===== src/rtl/serial_add_sub.sv =====
// Bit-serial WIDTH-bit adder/subtractor: one full-adder cell plus a carry flop,
// one bit per clock LSB first, result registered when the last bit is summed.

module full_adder (
  input  logic a,
  input  logic b,
  input  logic ci,
  output logic s,
  output logic co
);

  assign s  = a ^ b ^ ci;
  assign co = (a & b) | (ci & (a ^ b));

endmodule

module serial_add_sub #(
  parameter int WIDTH = 32
) (
  input  logic             CLK,
  input  logic             RST,
  input  logic             START,
  input  logic             OP_SUB,
  input  logic [WIDTH-1:0] A,
  input  logic [WIDTH-1:0] B,
  output logic             BUSY,
  output logic             DONE,
  output logic [WIDTH-1:0] Y,
  output logic             CO,
  output logic             OVF,
  output logic             ZERO
);

  localparam int CW = (WIDTH > 2) ? $clog2(WIDTH) : 1;
  localparam logic [CW-1:0] LAST = CW'(WIDTH - 1);

  typedef enum logic [1:0] {IDLE, RUN, FIN} state_t;

  state_t           state, state_nxt;
  logic [WIDTH-1:0] sa_p0, sb_p0, acc_p0;
  logic             carry_p0;
  logic [CW-1:0]    cnt_p0;
  logic             sum_bit, co_bit;
  logic             launch, last_bit;
  logic [WIDTH-1:0] y_nxt;

  full_adder u_fa (
    .a  (sa_p0[0]),
    .b  (sb_p0[0]),
    .ci (carry_p0),
    .s  (sum_bit),
    .co (co_bit)
  );

  assign launch   = START && (state != RUN);
  assign last_bit = (state == RUN) && (cnt_p0 == LAST);
  assign y_nxt    = {sum_bit, acc_p0[WIDTH-1:1]};

  always_ff @(posedge CLK) begin
    if (RST) state <= IDLE;
    else     state <= state_nxt;
  end

  always_comb begin
    state_nxt = state;
    case (state)
      IDLE:    state_nxt = START ? RUN : IDLE;
      RUN:     state_nxt = (cnt_p0 == LAST) ? FIN : RUN;
      FIN:     state_nxt = START ? RUN : IDLE;
      default: state_nxt = IDLE;
    endcase
  end

  always_comb begin
    BUSY = (state == RUN);
    DONE = (state == FIN);
  end

  // Serial datapath: subtraction folds in ~B and a carry-in of 1 at launch.
  always_ff @(posedge CLK) begin
    if (launch) begin
      sa_p0    <= A;
      sb_p0    <= OP_SUB ? ~B : B;
      carry_p0 <= OP_SUB;
      cnt_p0   <= '0;
    end else if (state == RUN) begin
      sa_p0    <= sa_p0 >> 1;
      sb_p0    <= sb_p0 >> 1;
      acc_p0   <= y_nxt;
      carry_p0 <= co_bit;
      cnt_p0   <= cnt_p0 + 1'b1;
    end
  end

  // Result registers: the carry flop still holds carry-in of the MSB on the last bit.
  always_ff @(posedge CLK) begin
    if (RST) begin
      Y    <= '0;
      CO   <= 1'b0;
      OVF  <= 1'b0;
      ZERO <= 1'b0;
    end else if (last_bit) begin
      Y    <= y_nxt;
      CO   <= co_bit;
      OVF  <= carry_p0 ^ co_bit;
      ZERO <= (y_nxt == '0);
    end
  end

endmodule


===== config.mk =====
export PLATFORM = sky130hd
export DESIGN_NAME = serial_add_sub
export DESIGN_NICKNAME = d
export VERILOG_FILES = /design/src/rtl/serial_add_sub.sv
export SDC_FILE = /design/constraint.sdc
export NUM_CORES = 1
export LEC_CHECK = 0
export CAP_MARGIN = 0
export CORE_UTILIZATION = 30
export CTS_CLUSTER_DIAMETER = 200
export DETAILED_ROUTE_END_ITERATION = 10
export PLACE_DENSITY = 0.61
export SLEW_MARGIN = 15
export SYNTH_ARGS = -nofsm -noshare
export SYNTH_HDL_FRONTEND = slang
export SYNTH_SLANG_ARGS = --single-unit

===== constraint.sdc =====
create_clock -name CLK -period 4.14 [get_ports CLK]
set_input_delay 0.828 -clock CLK [delete_from_list [all_inputs] [get_ports CLK]]
set_output_delay 0.828 -clock CLK [all_outputs]
set_load 0.01 [all_outputs]

==> summary by stage <==
Power
The internal portion of total power is 2.68 mW. Summed over all nets, the switching power comes to 786 uW. In this run the power density over the cells is 464 nW/um2.

The clock network fraction of design power is 0.425. Of the total power, combinational logic draws 0.093. The static leakage power is 2.57 nW. The share of total power dissipated in sequential elements is 0.483. The worst IR drop on VDD is 0.000255 V. Of the total power, the share spent switching nets is 0.227.

Layout
The total area of multi-input combinational cells is 1790 um2. The synthesis-to-finish area growth is 31.3%. The net count of the finished layout is 608. The storage element area is 3720 um2. The summed area of non-filler cells in the final layout is 7470 um2. In the final layout, the share of cells above drive strength 1 is 0.135. The non-filler instance count after layout is 779. The number of antenna repair diodes is 0.

Counting the fill cells in the layout gives 1722.

CTS
In this run, post-CTS hold repair placed 0 buffers. The H-tree depth is 4. The clock tree buffer depth is 2. The number of gates resized after cts is 0. Once the clock tree was built, the setup fixing pass inserted 0 buffers. The cell sitting at the root of the clock tree is a clkbuf_16. The number of clock buffers added by TritonCTS is 17. The number of sinks driven by the clock tree is 138. The TritonCTS clock tree is done. The clock-pin transition on the worst setup and hold timing paths is 60 ps. The clock latency of the later-clocked register in the worst-skew pair is 410 ps.

Floorplanning
The die boundary width is 140 um. The initial utilization of the core area, before any placement, comes to 0.311. The die is 140 um tall. The die covers 19500 um2.

The floorplan step defined a core boundary enclosing 18300 um2. For this design the top-level I/O count stands at 105. The number of rows created at floorplan is 49.

STA
The total of endpoints with negative setup slack in the final report is 0. The worst slew margin relative to its limit is 0.374. Between clock sinks in the finished design, the worst skew comes to 6.83 ps. The slew at the pin closest to its max-slew limit is 939 ps. The routed design could run at a clock period as short as 3150 ps. The maximum achievable frequency is 318 MHz.

For the final routed database, the setup TNS stands at 0 ps. The worst setup slack after layout is 993 ps. Setup repair after global routing left no endpoint under its margin.

Dividing the final minimum period by the clock period gives 0.760. The final count of pins violating max slew is 0. The final hold violation count came to 0. Across all hold checks on the routed design, the worst slack comes to 453 ps.

Route
The overall routed net length is 11.3 mm. The violation count after the first detailed-routing iteration is 229. Dividing the detail-routed wire length by the instance count gives 14.6 um.

The count of nets left with antenna violations once routing finished came out at 0. The total via count in the routed design is 3600. The detailed-routing iteration count for the pre-antenna-repair pass is 7. The via count normalized by instance count is 4.62. For this run, design rule violations remaining after detail routing come to 1.

GRT
The largest net degree at the start of global routing is 67. The via count of the first global-routing pass is 3556. In the global route stage, met1 resource usage came out at 0.163. The number of antenna violations at the first check in global routing is 0.

For met3 alone, demand over resource in global routing was 0.0423. The total overflow left after global routing is 0. The global routing's busiest layer is met2. In the global route stage, met2 resource usage came out at 0.187.

Across every metal layer, demand over resource in global routing totals 0.123. The first global-routing pass estimated 18.5 mm of wire.

Place
Routability-driven placement finished with a final weighted congestion of 0.729. The count of buffers added on input and output ports is 104. In this run the cell area measured after placement is 6880 um2. The total instance count after detailed placement is 747.

The worst setup slack after placement is 1120 ps. Detailed placement ended at an HPWL of 7.35 mm.

Yosys
The share of synthesized area in the top cell type comes to 0.507. The synthesis warning total is 0. Ranked by total cell area, the synthesized netlist is headed by edfxtp_1 (51%), dfxtp_1 (15%), a21oi_1 (8.4%). Synthesis instantiated 31 different standard cells from the library.

The net count after synthesis is 510. The gate count after technology mapping is 439. The mapped netlist covers 5690 um2. The mean cell area of the mapped netlist is 13.0 um2. The sequential share of the synthesized area is 0.655. The leading area contributor after synthesis is edfxtp_1.

The synthesized flop and latch total is 138.

Flow run
The count of maximum capacitance violations is 0.

Hold path
In this run the most critical hold path is launched from Y[17]. The class of the worst hold path is reg -> reg.

Critical path
The nature of the critical path startpoint is a register. At the worst endpoint, the required time is 3310 ps. The arrival time at the worst endpoint is 2320 ps. The launching instance or port of the critical path is state[1]. The worst setup path is of the reg -> out kind. Traced cell by cell, the critical path runs through nand2b_2, clkinv_1, clkdlybuf4s50_1.

The longest individual stage delay on the worst path is 660 ps. The worst flop-to-flop path startpoint is state[1]. The critical path's slowest cell is nand2b_2. The worst setup path is captured at an output port. The top fanout value on the critical path is 41.

Outcome
The flow ran to the end, but the final reports show violations. The final reports fail on DRC.
-- worst paths after layout --
| path | slack [ps] | endpoint | depth (start not counted) |
|---|---|---|---|
| max | 990 | BUSY | 3 |
| min | 450 | Y[17] | 2 |
| max reg2reg | 1650 | sa_p0[26] | 3 |
| min reg2reg | 450 | Y[17] | 2 |
-- kinds of logic (layout without fill, tap and decap cells) --
group,count (synthesis),in the layout,synth area share
AO/OA/AOI/OAI,99,99,0.0896
buffers and inverters,32,143,0.0323
XOR/XNOR,33,33,0.0508
multiplexers,36,36,0.0878
flip-flops,138,138,0.655
adder cells (fa/ha/maj),3,3,0.00792
AND/OR/NAND/NOR,98,98,0.0766
-- synth_stat cells --
master     number
xor2_1          1
inv_1           1
and3_1          4
o41ai_1         1
a22o_1          1
nand2b_1        1
nand2b_2        1
buf_1           2
nor2_1          4
mux2_2          7
and3b_1         1
clkbuf_1       12
a211oi_1        1
nand2_1        71
dfxtp_1        42
buf_6           7
a21oi_1        95
clkinv_1        1
buf_2           9
and2_1          1
nor2b_1         1
ha_1            2
a2bb2oi_1       1
edfxtp_1       96
mux2_4         26
fa_1            1
nor4_1          8
mux2i_1         3
nand4_1         2
nand3b_1        4
xnor2_1        32
-- layout make-up --
type / instances / area share
clock buffers: 22 / 0.0679
flip-flops and latches: 138 / 0.499
multi-input cells: 269 / 0.240
inverters: 2 / 0.00101
repair buffers: 109 / 0.144
well taps: 229 / 0.0384
clock inverters: 10 / 0.0106
-- registers in the layout (all words and copies together) (netlist names) --
name	cells
carry_p0	1
state	2
sa_p0	32
acc_p0	31
Y	32
sb_p0	32
CO	1
ZERO	1
cnt_p0	5
OVF	1
-- power by group through the flow --
stage	Clock, mW	Combinational, mW	Sequential, mW
6_report	1.47	0.321	1.67
5_1_grt	1.56	0.352	1.68
4_1_cts	1.51	0.327	1.67
3_5_place_dp	0	0.326	1.70
3_3_place_gp	0	0.316	1.70
2_1_floorplan	0	0.220	1.68
-- layer usage --
| metal | vias up | share of wire | wire (um) |
|---|---|---|---|
| met5 | - | 0 | 0 |
| met4 | 0 | 0.0084 | 95 |
| met3 | 8 | 0.048 | 546 |
| met2 | 109 | 0.45 | 5150 |
| met1 | 1712 | 0.49 | 5560 |
| li1 | 1771 | - | - |
-- critical path: cells and delay by family (launching register included) --
| kind | cells | cell delay [ps] |
|---|---|---|
| simple gates | 1 | 660 |
| flops | 1 | 340 |
| buf+inv | 2 | 880 |
-- placed cells by master, fill, tap and decap left out, types with 3 or more instances in the layout --
cell type and instances:
xnor2_1 32, edfxtp_1 96, nand2_1 71, buf_4 5, nor2_1 4, clkdlybuf4s50_1 103
nand3b_1 4, dfxtp_1 42, clkinv_4 5, mux2_2 7, and3_1 4, mux2_4 26
mux2i_1 3, a21oi_1 95, clkbuf_16 19, inv_4 3, nor4_1 8
-- stage by stage --
step	total power, mW	utilization
3_3_place_gp	2.01	0.377
2_1_floorplan	1.90	-
3_5_place_dp	2.03	0.377
6_report	3.46	0.409
4_1_cts	3.51	0.409
5_1_grt	3.60	0.409
(Power assumes the default switching activity.)
